===== config.mk =====
export PLATFORM = sky130hd
export DESIGN_NAME = fetch_sequencer
export DESIGN_NICKNAME = d
export VERILOG_FILES = /design/src/rtl/fetch_pkg.sv /design/src/rtl/fetch_fifo2.sv /design/src/rtl/fetch_sequencer.sv
export SDC_FILE = /design/constraint.sdc
export NUM_CORES = 1
export LEC_CHECK = 0
export ABC_AREA = 1
export CAP_MARGIN = 10
export CORE_MARGIN = 3
export CORE_UTILIZATION = 45
export DETAILED_ROUTE_END_ITERATION = 8
export PLACE_DENSITY = 0.74
export SYNTH_ARGS = -nofsm -noshare
export SYNTH_HDL_FRONTEND = slang
export SYNTH_SLANG_ARGS = --single-unit

===== constraint.sdc =====
create_clock -name clock -period 2.2 [get_ports clock]
set_input_delay 0.44 -clock clock [delete_from_list [all_inputs] [get_ports clock]]
set_output_delay 0.44 -clock clock [all_outputs]
set_load 0.02 [all_outputs]

===== src/rtl/fetch_pkg.sv =====
// fetch_pkg: shared widths, FSM state and FIFO entry types for the fetch unit.
// Also holds a saturating counter helper used when FETCH_PERF_COUNTERS_EN is defined.
package fetch_pkg;

    localparam int ADDR_WIDTH  = 12;
    localparam int INSTR_WIDTH = 19;

    typedef enum logic [1:0] {
        IDLE  = 2'd0,
        FETCH = 2'd1,
        DRAIN = 2'd2
    } fetch_state_t;

    typedef struct packed {
        logic [INSTR_WIDTH-1:0] instruction;
        logic [ADDR_WIDTH-1:0]  pc;
    } fetch_entry_t;

    function automatic logic [31:0] sat_inc(input logic [31:0] v,
                                            input logic        en);
        return (en && (v != '1)) ? v + 32'd1 : v;
    endfunction

endpackage


===== src/rtl/fetch_fifo2.sv =====
// fetch_fifo2: two-entry FIFO of {instruction, pc} with flush; slot0 is the head.
// Ports: clock, reset_n, push/push_entry, pop, flush in; count, head out.
module fetch_fifo2
    import fetch_pkg::*;
(
    input  logic         clock,
    input  logic         reset_n,
    input  logic         push,
    input  fetch_entry_t push_entry,
    input  logic         pop,
    input  logic         flush,
    output logic [1:0]   count,
    output fetch_entry_t head
);

    fetch_entry_t slot0_q, slot0_d;
    fetch_entry_t slot1_q, slot1_d;
    logic [1:0]   count_q, count_d;

    always_comb begin
        slot0_d = slot0_q;
        slot1_d = slot1_q;
        count_d = count_q;
        if (flush) begin
            count_d = 2'd0;
        end else begin
            case ({push, pop})
                2'b10: begin
                    if (count_q == 2'd0) slot0_d = push_entry;
                    else                 slot1_d = push_entry;
                    count_d = count_q + 2'd1;
                end
                2'b01: begin
                    slot0_d = slot1_q;
                    count_d = count_q - 2'd1;
                end
                2'b11: begin
                    // Count is unchanged; the new word lands behind what remains.
                    if (count_q == 2'd2) begin
                        slot0_d = slot1_q;
                        slot1_d = push_entry;
                    end else begin
                        slot0_d = push_entry;
                    end
                end
                default: ;
            endcase
        end
    end

    always_ff @(posedge clock or negedge reset_n) begin
        if (!reset_n) begin
            slot0_q <= '0;
            slot1_q <= '0;
            count_q <= 2'd0;
        end else begin
            slot0_q <= slot0_d;
            slot1_q <= slot1_d;
            count_q <= count_d;
        end
    end

    assign count = count_q;
    assign head  = slot0_q;

endmodule


===== src/rtl/fetch_sequencer.sv =====
// fetch_sequencer: owns the PC, issues reads to a 1-cycle sync memory, queues
// returned words and hands {instruction, pc} to decode over valid/ready.
// Ports: clock, reset_n, run, redirect_valid/target, mem_address/mem_instruction,
// out_valid/out_ready/out_instruction/out_pc, busy.
// Macro FETCH_PERF_COUNTERS_EN adds perf_fetched, perf_squashed, perf_stall.
module fetch_sequencer
    import fetch_pkg::*;
#(
    parameter logic [ADDR_WIDTH-1:0] RESET_PC = '0
) (
    input  logic                   clock,
    input  logic                   reset_n,
    input  logic                   run,
    input  logic                   redirect_valid,
    input  logic [ADDR_WIDTH-1:0]  redirect_target,
    output logic [ADDR_WIDTH-1:0]  mem_address,
    input  logic [INSTR_WIDTH-1:0] mem_instruction,
    output logic                   out_valid,
    input  logic                   out_ready,
    output logic [INSTR_WIDTH-1:0] out_instruction,
    output logic [ADDR_WIDTH-1:0]  out_pc,
    output logic                   busy
`ifdef FETCH_PERF_COUNTERS_EN
    ,
    output logic [31:0]            perf_fetched,
    output logic [31:0]            perf_squashed,
    output logic [31:0]            perf_stall
`endif
);

    fetch_state_t          state_q, state_d;
    logic [ADDR_WIDTH-1:0] pc_q, pc_d;
    logic [ADDR_WIDTH-1:0] inflight_pc_q, inflight_pc_d;
    logic                  inflight_q, inflight_d;

    logic [1:0]   count;
    fetch_entry_t head;
    fetch_entry_t push_entry;
    logic         pop;
    logic         push;
    logic         room;
    logic         issue;

    assign mem_address = redirect_valid ? redirect_target : pc_q;
    assign out_valid   = (count != 2'd0);
    assign pop         = out_valid & out_ready;
    // A redirect squashes the read in flight, so its word is dropped.
    assign push        = inflight_q & ~redirect_valid;

    assign push_entry.instruction = mem_instruction;
    assign push_entry.pc          = inflight_pc_q;

    // Queued + in-flight words after this cycle's pop must fit in two slots,
    // so a stalled decode can never cause a returned word to be dropped.
    assign room = ({1'b0, count} + {2'b00, inflight_q}) < (3'd2 + {2'b00, pop});

    // A redirect flushes the FIFO and squashes the in-flight read, leaving
    // both slots free, so the target can always go out when run is high.
    assign issue = run & (redirect_valid | ((state_q == FETCH) & room));

    always_comb begin
        pc_d          = pc_q;
        inflight_d    = issue;
        inflight_pc_d = inflight_pc_q;
        if (issue) begin
            inflight_pc_d = mem_address;
            pc_d          = mem_address + 1'b1;
        end else if (redirect_valid) begin
            pc_d = redirect_target;
        end
    end

    always_comb begin
        state_d = state_q;
        unique case (state_q)
            IDLE: begin
                if (run) state_d = FETCH;
            end
            FETCH: begin
                if (!run) state_d = inflight_q ? DRAIN : IDLE;
            end
            DRAIN: begin
                if (run)              state_d = FETCH;
                else if (!inflight_q) state_d = IDLE;
            end
            default: state_d = IDLE;
        endcase
    end

    always_ff @(posedge clock or negedge reset_n) begin
        if (!reset_n) begin
            state_q       <= IDLE;
            pc_q          <= RESET_PC;
            inflight_q    <= 1'b0;
            inflight_pc_q <= '0;
        end else begin
            state_q       <= state_d;
            pc_q          <= pc_d;
            inflight_q    <= inflight_d;
            inflight_pc_q <= inflight_pc_d;
        end
    end

    fetch_fifo2 u_fifo (
        .clock      (clock),
        .reset_n    (reset_n),
        .push       (push),
        .push_entry (push_entry),
        .pop        (pop),
        .flush      (redirect_valid),
        .count      (count),
        .head       (head)
    );

    assign out_instruction = head.instruction;
    assign out_pc          = head.pc;
    assign busy            = (state_q != IDLE) | out_valid;

`ifdef FETCH_PERF_COUNTERS_EN
    logic [31:0] perf_fetched_q,  perf_fetched_d;
    logic [31:0] perf_squashed_q, perf_squashed_d;
    logic [31:0] perf_stall_q,    perf_stall_d;

    always_comb begin
        perf_fetched_d  = sat_inc(perf_fetched_q, push);
        perf_squashed_d = sat_inc(perf_squashed_q, inflight_q & redirect_valid);
        perf_stall_d    = sat_inc(perf_stall_q, out_valid & ~out_ready);
    end

    always_ff @(posedge clock or negedge reset_n) begin
        if (!reset_n) begin
            perf_fetched_q  <= '0;
            perf_squashed_q <= '0;
            perf_stall_q    <= '0;
        end else begin
            perf_fetched_q  <= perf_fetched_d;
            perf_squashed_q <= perf_squashed_d;
            perf_stall_q    <= perf_stall_d;
        end
    end

    assign perf_fetched  = perf_fetched_q;
    assign perf_squashed = perf_squashed_q;
    assign perf_stall    = perf_stall_q;
`endif

endmodule


# Word level (Yosys, flattened, before mapping)
# Cells that the tools add are included.
# word_totals
regBits	91
latch_bits	0
ram_bits	0
romBits	0
input_bits	36
out_inout_bits	45
mem_count	0
# classes
n_addsub	5
multipliers	0
div	0
magnitude_cmp	1
eq_ne	12
n_shift	0
n_mux	16
bitwise	7
n_reduce_logical	10
# op_table
operator	count
2-to-1 mux 31 bit	4
one-hot mux 31 bit (3 select lines)	1
one-hot mux 31 bit (2 select lines)	1
2-to-1 mux 12 bit	2
adder 12 x 1 -> 12 bit, second input constant	1
2-to-1 mux 2 bit	6
== test 2 bit, second input constant	4
inequality test 2 bit, second input constant	3
one-hot mux 2 bit (3 select lines)	1
AND reduction 3 bit	2
nonzero test 2 bit	3
nonzero test 3 bit	2
bitwise AND 1 bit	4
== test 2 x 1 -> 1 bit, second input constant	2
zero test 2 bit	2
inequality test 2 x 1 -> 1 bit, second input constant	2
one-hot mux 2 bit (2 select lines)	1
AND reduction 4 bit	1
adder 2 x 1 -> 3 bit	1
adder 2 x 1 -> 3 bit, first input constant	1
less-than comparator 3 bit	1
inequality test 3 bit, second input constant	1
adder 2 x 1 -> 2 bit, second input constant	1
bitwise OR 1 bit	2
other kinds (2)	2

# Logic depth before layout (Yosys ltp)
# Gate-level depths: netlist of the first run.
# depth
depth_word	8
depth_mapped	11
depth_no_buf	10

# By module
# A second synthesis of the first run with hierarchy kept.
# hier_totals
hier_cells	628
hier_area_um2	4620.7
# by_module_without_submodules
mod	n_inst	cells_each	area_each_um2
fetch_fifo2	1	429	3120.5
fetch_sequencer	1	199	1500.2

# Worst setup path after synthesis of the first run
# Ideal clock, no wire load.
# synth_timing
path_kind	input to register
start	input redirect_valid
end	register pc_q[8]
arrival_ns	1.614
t_required_ns	2.077
slack_ns	0.463
path_stages	10
path_cell_list	buf_6 -> inv_6 -> nand2_1 -> nand2_2 -> ha_1 -> nand3_2 -> nor2_2 -> nand2_1 -> o21ai_1 -> nand2_1
# synth_via
elab_chain_cells	3
word_cells_on_any_way	5
classes_between	add/sub: 1; mux: 2; bitwise: 2
# synth_lines
item	line_no	rtl
from (decl)	fetch_sequencer.sv:14	input logic redirect_valid,
2-to-1 mux 12 bit	-	
via mem_address[0]	fetch_sequencer.sv:16	output logic [ADDR_WIDTH-1:0] mem_address,
adder 12 x 1 -> 12 bit	fetch_sequencer.sv:67	pc_d = mem_address + 1'b1;
2-to-1 mux 12 bit	fetch_sequencer.sv:65	if (issue) begin
via pc_d[8]	fetch_sequencer.sv:32	logic [ADDR_WIDTH-1:0] pc_q, pc_d;
to (signal assigned)	fetch_sequencer.sv:98	pc_q <= pc_d;
to (decl)	fetch_sequencer.sv:32	
# The timed path passes the listed nets, and every way through them passes these cells.
# A chain may end at the register's enable or synchronous reset.

# Worst setup path in the final report of the first run
# layout_timing
start	register u_fifo.count_q[0], in the netlist u_fifo.count[0]
end	output out_valid
# layout_via
elab_chain_cells	1
# layout_lines
item	line_no	rtl
from (decl)	fetch_fifo2.sv:18	logic [1:0] count_q, count_d;
from (signal assigned)	fetch_fifo2.sv:59	count_q <= count_d;
nonzero test 2 bit	fetch_sequencer.sv:45	assign out_valid = (count != 2'd0);
to (decl)	fetch_sequencer.sv:18	output logic out_valid,
# Every way passes these cells.

==> run_summary.xml, run 1 <==
<?xml version="1.0" encoding="UTF-8"?>
<metrics>
  <group name="status">
    <metric name="status" unit="">finished, final reports clean</metric>
  </group>
  <group name="final_layout">
    <metric name="final_nets" unit="">653</metric>
    <metric name="antenna_cells_inserted" unit="">0</metric>
    <metric name="areaGrowthSynthToFinish" unit="%">30.2</metric>
    <metric name="final_layout_size_suffix_gt1_share" unit="%">17.1</metric>
    <metric name="final_cell_area" unit="µm²">5850</metric>
  </group>
  <group name="clocking">
    <metric name="tritoncts.num_buffers" unit="">9</metric>
    <metric name="tritoncts_num_sinks" unit="">91</metric>
    <metric name="clkTransAtPathRegs" unit="ps">90</metric>
    <metric name="cts_htree_levels" unit="">3</metric>
    <metric name="tritoncts" unit="">yes</metric>
    <metric name="cts_root_buffer" unit="">sky130_fd_sc_hd__clkbuf_8</metric>
    <metric name="clk_latency" unit="ps">350</metric>
    <metric name="cts_hold_buf" unit="">0</metric>
    <metric name="deepest_clock_path_buffer_count" unit="">2</metric>
  </group>
  <group name="critical_path">
    <metric name="worst_path_largest_cell_delay" unit="ps">620</metric>
    <metric name="worst_setup_path_end_kind" unit="">primary output</metric>
    <metric name="cpMaxStageDelayCell" unit="">sky130_fd_sc_hd__clkdlybuf4s50_1</metric>
    <metric name="timing.reg2reg.setup_slack" unit="ps">190</metric>
    <metric name="criticalPathCategory" unit="">flip-flop to primary output</metric>
    <metric name="critical_path.top_delay_family" unit="">buffers and inverters</metric>
    <metric name="worstPathArrival" unit="ps">1630</metric>
    <metric name="cp_cell_sequence" unit="">nor2_4 &gt; inv_2 &gt; clkdlybuf4s50_1</metric>
    <metric name="worst_setup_path_start_kind" unit="">flip-flop</metric>
    <metric name="timing.critical_path.required" unit="ps">1760</metric>
    <metric name="crit-reg2reg-launch" unit="">u_fifo.count[0]$_DFFE_PN0P_</metric>
    <metric name="critical_path.n_buffers_inverters" unit="">2</metric>
    <metric name="rr_worst_depth" unit="">8</metric>
    <metric name="critical_path_fanouts_max" unit="">5</metric>
    <metric name="regToRegEndpoint" unit="">pc_q[4]$_DFF_PN0_</metric>
  </group>
  <group name="sta">
    <metric name="report.final.slew_viol_count" unit="">0</metric>
    <metric name="final.setup.tns" unit="ps">0</metric>
    <metric name="fin_crit_sh" unit="%">94.3</metric>
    <metric name="grt_setup_unrepaired" unit="">no</metric>
    <metric name="clock_skew" unit="ps">12.9</metric>
    <metric name="timing.final.ws_setup" unit="ps">125</metric>
    <metric name="fin_hold_ws" unit="ps">31.0</metric>
    <metric name="slew_headroom" unit="%">68.3</metric>
    <metric name="max_freq" unit="GHz">0.482</metric>
    <metric name="final.min_clock_period" unit="ps">2070</metric>
    <metric name="report.final.hold_viol_count" unit="">0</metric>
    <metric name="setup-violations-final" unit="">0</metric>
    <metric name="measured_slew_at_the_worst_slew_check_pin" unit="ps">476</metric>
  </group>
  <group name="yosys">
    <metric name="mean_post_synth_cell_area" unit="µm²">8.86</metric>
    <metric name="synth_seq_cells" unit="">91</metric>
    <metric name="syn-instance-count" unit="">507</metric>
    <metric name="synth_top_cells_by_count" unit="">sky130_fd_sc_hd__nand2_1, sky130_fd_sc_hd__dfrtp_1, sky130_fd_sc_hd__inv_1</metric>
    <metric name="post-synth-top-area-cell" unit="">sky130_fd_sc_hd__dfrtp_1</metric>
    <metric name="post_synth_instance_area" unit="µm²">4490</metric>
    <metric name="synth_fp_nets" unit="">546</metric>
    <metric name="synthMostInstantiatedCell" unit="">sky130_fd_sc_hd__nand2_1</metric>
    <metric name="synth.lib_cells_used.distinct" unit="">32</metric>
    <metric name="yosys-top-cells-area" unit="">sky130_fd_sc_hd__dfrtp_1, sky130_fd_sc_hd__nand2_1, sky130_fd_sc_hd__inv_1</metric>
    <metric name="yosysWarnings" unit="">0</metric>
    <metric name="ys.flop_type" unit="">sky130_fd_sc_hd__dfrtp_1</metric>
    <metric name="postSynth.asyncResetShare" unit="%">100</metric>
    <metric name="yosysTopAreaCellShare" unit="%">50.7</metric>
    <metric name="number_of_synthesized_flops_with_an_enable_pin" unit="">0</metric>
    <metric name="synth-seq-area-share" unit="%">50.7</metric>
  </group>
  <group name="grt">
    <metric name="busiest_layer" unit="">met2</metric>
    <metric name="grt_remaining_overflow" unit="">0</metric>
    <metric name="global_route.usage.met1" unit="%">24.7</metric>
    <metric name="grt_pass1_vias" unit="">3520</metric>
    <metric name="grt_max_degree" unit="">37</metric>
    <metric name="global_routing_usage_on_met3" unit="%">4.25</metric>
    <metric name="gr-usage-all-layers" unit="%">17.3</metric>
    <metric name="first_pass_grt_wire_length" unit="mm">16.0</metric>
    <metric name="number_of_antenna_violations_at_the_first_check_in_global_routing" unit="">0</metric>
    <metric name="globalRouteMet2Util" unit="%">26.1</metric>
  </group>
  <group name="power">
    <metric name="cellInternalPower" unit="mW">3.98</metric>
    <metric name="clockPowerShare" unit="%">15.9</metric>
    <metric name="power" unit="mW">6.39</metric>
    <metric name="seq_power_share" unit="%">42.1</metric>
    <metric name="power.share.combinational" unit="%">42.0</metric>
    <metric name="leakage" unit="nW">2.92</metric>
    <metric name="sw_frac_of_total" unit="%">37.8</metric>
    <metric name="p_sw" unit="mW">2.41</metric>
    <metric name="power_density" unit="nW/µm²">1090</metric>
    <metric name="worst_ir_drop_vdd" unit="mV">0.373</metric>
  </group>
  <group name="place">
    <metric name="gpl.final_weighted_congestion" unit="">0.810</metric>
    <metric name="post-dp-hpwl" unit="mm">6.94</metric>
    <metric name="dp_slack" unit="ps">-261</metric>
    <metric name="port_buffers" unit="">80</metric>
    <metric name="place_area" unit="µm²">5640</metric>
  </group>
  <group name="routing">
    <metric name="total_drc_errors_in_the_routed_layout" unit="">0</metric>
    <metric name="number_of_drc_violations_after_detailed_routing_iteration_0" unit="">200</metric>
    <metric name="drt_wl_total" unit="mm">9.15</metric>
    <metric name="drt.antenna.violating_nets" unit="">0</metric>
    <metric name="route.detailed.vias_per_inst" unit="">4.86</metric>
    <metric name="drt_pre_antenna_iters" unit="">5</metric>
    <metric name="average_wire_per_cell_in_the_routed_design" unit="µm">12.2</metric>
    <metric name="vias" unit="">3636</metric>
  </group>
  <group name="die">
    <metric name="floorplan.initialDensity" unit="%">47.5</metric>
    <metric name="floorplan.core_area" unit="µm²">9460</metric>
    <metric name="floorplan.die.height" unit="µm">106</metric>
    <metric name="floorplan.die_area" unit="µm²">11200</metric>
    <metric name="top_level_ports" unit="">81</metric>
    <metric name="die_w" unit="µm">106</metric>
    <metric name="placementRows" unit="">35</metric>
  </group>
  <group name="min_path">
    <metric name="hold_path_class" unit="">primary input to async pin</metric>
  </group>
  <group name="run">
    <metric name="max_cap_viol_count" unit="">0</metric>
  </group>
</metrics>
-- worst max-delay path by stage --
| stage | endpoint | from | cells past startpoint |
|---|---|---|---|
| floorplan | pc_q[8]$_DFF_PN0_ | redirect_valid | 10 |
| global placement | mem_address[8] | redirect_valid | 4 |
| detailed placement | mem_address[8] | redirect_valid | 4 |
| CTS | out_valid | u_fifo.count[1]$_DFFE_PN0P_ | 3 |
| global route | pc_q[4]$_DFF_PN0_ | u_fifo.count[0]$_DFFE_PN0P_ | 8 |
| finish | out_valid | u_fifo.count[0]$_DFFE_PN0P_ | 3 |
-- final cells by class --
type | instances | area, µm²
fill | 823 | 3610
sequential | 91 | 2280
multi-input combinational | 306 | 1700
timing repair buffer | 120 | 1210
inverter | 86 | 328
tap | 129 | 161
clock buffer | 10 | 128
clock inverter | 6 | 48.8
-- kinds of logic (layout without fill, tap and decap cells) --
family          after synthesis  in the layout  synth area share [%]
fa+ha+maj                     3              3                 0.836
flops                        91             91                  50.7
compound gates              126            126                  18.0
buf+inv                     110            222                  11.7
xor+xnor                      4              4                 0.780
simple gates                173            173                  17.9
-- through the flow --
step | std cells | utilization [%]
3_3_place_gp | 731 | 59.6
4_1_cts | 747 | 61.5
2_1_floorplan | 507 | -
3_5_place_dp | 731 | 59.6
6_report | 748 | 61.8
5_1_grt | 748 | 61.8
-- sequential cells by signal (all words and copies together) (netlist names) --
register and cells:
inflight_q 1, u_fifo.head 31, pc_q 12, inflight_pc_q 12
u_fifo.count 2, state_q 2, u_fifo.slot1_q 31
-- power groups by stage --
stage	sequential (mW)	clock, mW	combinational [mW]
2_1_floorplan	2.99	0	1.31
3_3_place_gp	2.70	0	2.64
3_5_place_dp	2.72	0	2.71
4_1_cts	2.70	1.04	2.72
5_1_grt	2.78	1.11	2.98
6_report	2.69	1.01	2.68
-- cell usage in the layout (no fill, tap or decap), types with 4 or more instances in the layout --
cell type | Yosys | layout
sky130_fd_sc_hd__nor2_1 | 6 | 6
sky130_fd_sc_hd__dfrtp_1 | 91 | 91
sky130_fd_sc_hd__nor2_2 | 4 | 4
sky130_fd_sc_hd__nand2_1 | 124 | 124
sky130_fd_sc_hd__o21ai_1 | 35 | 35
sky130_fd_sc_hd__buf_4 | 3 | 34
sky130_fd_sc_hd__clkdlybuf4s50_1 | 0 | 66
sky130_fd_sc_hd__o211ai_1 | 31 | 31
sky130_fd_sc_hd__dlymetal6s2s_1 | 0 | 10
sky130_fd_sc_hd__nand3_1 | 10 | 10
sky130_fd_sc_hd__nand2_2 | 12 | 12
sky130_fd_sc_hd__buf_12 | 0 | 7
sky130_fd_sc_hd__inv_2 | 4 | 4
sky130_fd_sc_hd__nand2_4 | 4 | 4
sky130_fd_sc_hd__clkbuf_8 | 0 | 9
sky130_fd_sc_hd__o21ai_0 | 42 | 42
sky130_fd_sc_hd__o21ai_2 | 13 | 13
sky130_fd_sc_hd__inv_1 | 81 | 81
-- timing repair --
| item | in CTS | in global routing |
|---|---|---|
| setup buffers | 0 | 1 |
| pin swaps | 0 | 1 |
| endpoints found under the setup margin | 12 | 11 |
| endpoints found under the hold margin | 0 | 0 |
| gates cloned | 0 | 0 |
| resized for setup | 3 | 10 |
-- metal layers --
layer | share of wire [%] | vias to the layer above | wire, µm
met5 | 0 | - | 0
met3 | 6.1 | 12 | 557
met1 | 48 | 1682 | 4350
met2 | 45 | 104 | 4100
li1 | - | 1838 | -
met4 | 1.4 | 0 | 132
Power figures use the tool's default switching activity.
==> inputs of run 2 (changes only) <==
Settings changed: CTS_BUF_LIST set to sky130_fd_sc_hd__clkbuf_16.
==> run 2 against run 1 <==
Compared with the run above: critical path depth unchanged; combinational power about the same; critical endpoint unchanged; via count decreased by 0.66%; maximum frequency increased by 1.7%; worst hold slack improved by 31 ps; largest power group unchanged; sequential share of layout area decreased by 0.66 points.
==> run_summary.xml, run 2 (synthesis results as in run 1) <==
<?xml version="1.0" encoding="UTF-8"?>
<metrics>
  <group name="final_layout">
    <metric name="final_nets" unit="">653</metric>
    <metric name="layout_commonest_cell" unit="">sky130_fd_sc_hd__nand2_1</metric>
    <metric name="antenna_cells_inserted" unit="">0</metric>
    <metric name="final_layout_size_suffix_gt1_share" unit="%">17.1</metric>
    <metric name="areaGrowthSynthToFinish" unit="%">32.4</metric>
    <metric name="post_layout_nonfiller_instances" unit="">748</metric>
    <metric name="mostFrequentLayoutCells" unit="">sky130_fd_sc_hd__nand2_1, sky130_fd_sc_hd__dfrtp_1, sky130_fd_sc_hd__inv_1</metric>
  </group>
  <group name="power">
    <metric name="clockPowerShare" unit="%">20.7</metric>
    <metric name="leakage" unit="nW">2.97</metric>
    <metric name="cellInternalPower" unit="mW">4.33</metric>
    <metric name="power.share.combinational" unit="%">39.6</metric>
    <metric name="p_sw" unit="mW">2.46</metric>
    <metric name="seq_power_share" unit="%">39.7</metric>
    <metric name="power" unit="mW">6.79</metric>
    <metric name="sw_frac_of_total" unit="%">36.2</metric>
    <metric name="worst_ir_drop_vdd" unit="mV">0.454</metric>
    <metric name="power_density" unit="nW/µm²">1140</metric>
  </group>
  <group name="routing">
    <metric name="drt_wl_total" unit="mm">9.20</metric>
    <metric name="number_of_drc_violations_after_detailed_routing_iteration_0" unit="">232</metric>
    <metric name="average_wire_per_cell_in_the_routed_design" unit="µm">12.3</metric>
    <metric name="total_drc_errors_in_the_routed_layout" unit="">0</metric>
    <metric name="drt.antenna.violating_nets" unit="">0</metric>
    <metric name="route.detailed.vias_per_inst" unit="">4.83</metric>
    <metric name="drt_pre_antenna_iters" unit="">4</metric>
    <metric name="vias" unit="">3612</metric>
  </group>
  <group name="grt">
    <metric name="grt_remaining_overflow" unit="">0</metric>
    <metric name="first_pass_grt_wire_length" unit="mm">16.1</metric>
    <metric name="grt_max_degree" unit="">37</metric>
    <metric name="gr-usage-all-layers" unit="%">17.4</metric>
    <metric name="number_of_antenna_violations_at_the_first_check_in_global_routing" unit="">0</metric>
    <metric name="grt_pass1_vias" unit="">3516</metric>
  </group>
  <group name="die">
    <metric name="die_w" unit="µm">106</metric>
    <metric name="floorplan.die_area" unit="µm²">11200</metric>
    <metric name="floorplan.die.height" unit="µm">106</metric>
    <metric name="floorplan.core_area" unit="µm²">9460</metric>
    <metric name="top_level_ports" unit="">81</metric>
    <metric name="floorplan.initialDensity" unit="%">47.5</metric>
    <metric name="placementRows" unit="">35</metric>
  </group>
  <group name="critical_path">
    <metric name="rr_worst_depth" unit="">8</metric>
    <metric name="worst_setup_path_end_kind" unit="">primary output</metric>
    <metric name="worst_setup_path_start_kind" unit="">flip-flop</metric>
    <metric name="critical_path_fanouts_max" unit="">5</metric>
    <metric name="criticalPathCategory" unit="">flip-flop to primary output</metric>
    <metric name="worstPathArrival" unit="ps">1600</metric>
    <metric name="timing.critical_path.required" unit="ps">1760</metric>
  </group>
  <group name="sta">
    <metric name="max_freq" unit="GHz">0.490</metric>
    <metric name="report.final.hold_viol_count" unit="">0</metric>
    <metric name="timing.final.ws_setup" unit="ps">159</metric>
    <metric name="measured_slew_at_the_worst_slew_check_pin" unit="ps">475</metric>
    <metric name="final.min_clock_period" unit="ps">2040</metric>
    <metric name="slew_headroom" unit="%">68.3</metric>
    <metric name="fin_crit_sh" unit="%">92.8</metric>
    <metric name="grt_setup_unrepaired" unit="">no</metric>
    <metric name="setup-violations-final" unit="">0</metric>
    <metric name="clock_skew" unit="ps">8.29</metric>
    <metric name="report.final.slew_viol_count" unit="">0</metric>
  </group>
  <group name="clocking">
    <metric name="cts_htree_levels" unit="">3</metric>
    <metric name="clkTransAtPathRegs" unit="ps">70</metric>
    <metric name="tritoncts.num_buffers" unit="">9</metric>
    <metric name="deepest_clock_path_buffer_count" unit="">2</metric>
    <metric name="tritoncts_num_sinks" unit="">91</metric>
    <metric name="tritoncts" unit="">yes</metric>
    <metric name="cts_root_buffer" unit="">sky130_fd_sc_hd__clkbuf_16</metric>
    <metric name="clk_latency" unit="ps">330</metric>
    <metric name="cts_hold_buf" unit="">0</metric>
  </group>
  <group name="run">
    <metric name="max_cap_viol_count" unit="">0</metric>
  </group>
  <group name="place">
    <metric name="port_buffers" unit="">80</metric>
    <metric name="dp_slack" unit="ps">-261</metric>
    <metric name="post-dp-hpwl" unit="mm">6.94</metric>
    <metric name="dp.cells" unit="">731</metric>
    <metric name="gpl.final_weighted_congestion" unit="">0.810</metric>
  </group>
  <group name="min_path">
    <metric name="hold_path_class" unit="">primary input to async pin</metric>
  </group>
  <group name="status">
    <metric name="status" unit="">finished, final reports clean</metric>
  </group>
</metrics>
run 2: cell types whose count changed in the layout (fill, tap and decap cells not counted):
cell                        previous run  this run
sky130_fd_sc_hd__clkbuf_16             0         9
sky130_fd_sc_hd__clkbuf_8              9         0
sky130_fd_sc_hd__clkbuf_1              1         0
sky130_fd_sc_hd__inv_1                81        82
run 2: power groups by stage:
stage	combinational [mW]	clock, mW	sequential [mW]
global placement	2.64	0	2.70
CTS	2.72	1.43	2.70
global route	2.99	1.51	2.78
floorplan	1.31	0	2.99
finish	2.69	1.40	2.70
detailed placement	2.71	0	2.72
run 2: worst paths after layout:
check	slack [ps]	start	endpoint
max in group asynchronous	1530	reset_n	u_fifo.head[28]$_DFFE_PN0P_
setup / recovery	160	u_fifo.count[0]$_DFFE_PN0P_	out_valid
min in group clock	480	inflight_pc_q[6]$_DFFE_PN0P_	inflight_pc_q[6]$_DFFE_PN0P_
hold / removal	60	reset_n	u_fifo.head[17]$_DFFE_PN0P_
hold reg to reg	480	inflight_pc_q[6]$_DFFE_PN0P_	inflight_pc_q[6]$_DFFE_PN0P_
setup reg to reg	220	u_fifo.count[0]$_DFFE_PN0P_	pc_q[4]$_DFF_PN0_
run 2: repair_timing:
| action | in CTS | in global routing |
|---|---|---|
| pin swaps | 0 | 1 |
| gates resized for setup | 3 | 10 |
| buffers inserted | 0 | 1 |
| setup endpoints to repair | 12 | 11 |
run 2: layer usage:
layer,share of wire (%),GRT usage (%)
met1,49,25.0
met2,45,26.5
met3,5.5,4.19
met4,0.60,4.90
met5,0,0
run 2: final cells by class:
type / count / area [µm²]
Clock buffer: 9 / 225
Clock inverter: 7 / 52.6
Tap cell: 129 / 161
Multi-Input combinational cell: 306 / 1700
Sequential cell: 91 / 2280
Inverter: 86 / 328
Timing Repair Buffer: 120 / 1210
Fill cell: 813 / 3510
run 2: per-stage QoR:
step | util (%) | TNS (ps) | cell area [µm²] | hold slack [ps]
after floorplan | - | 0 | 4490 | 144
after global placement | 59.6 | -2630 | 5640 | 431
after detailed placement | 59.6 | -3170 | 5640 | 433
after CTS | 62.5 | 0 | 5920 | 80.7
after global routing | 62.9 | 0 | 5950 | 90.9
final | 62.9 | 0 | 5950 | 61.9
run 2: critical path, stage by stage, from the launching register on:
cell	delay, ps
sky130_fd_sc_hd__dfrtp_1	450
sky130_fd_sc_hd__nor2_4	80
sky130_fd_sc_hd__inv_2	120
sky130_fd_sc_hd__clkdlybuf4s50_1	620
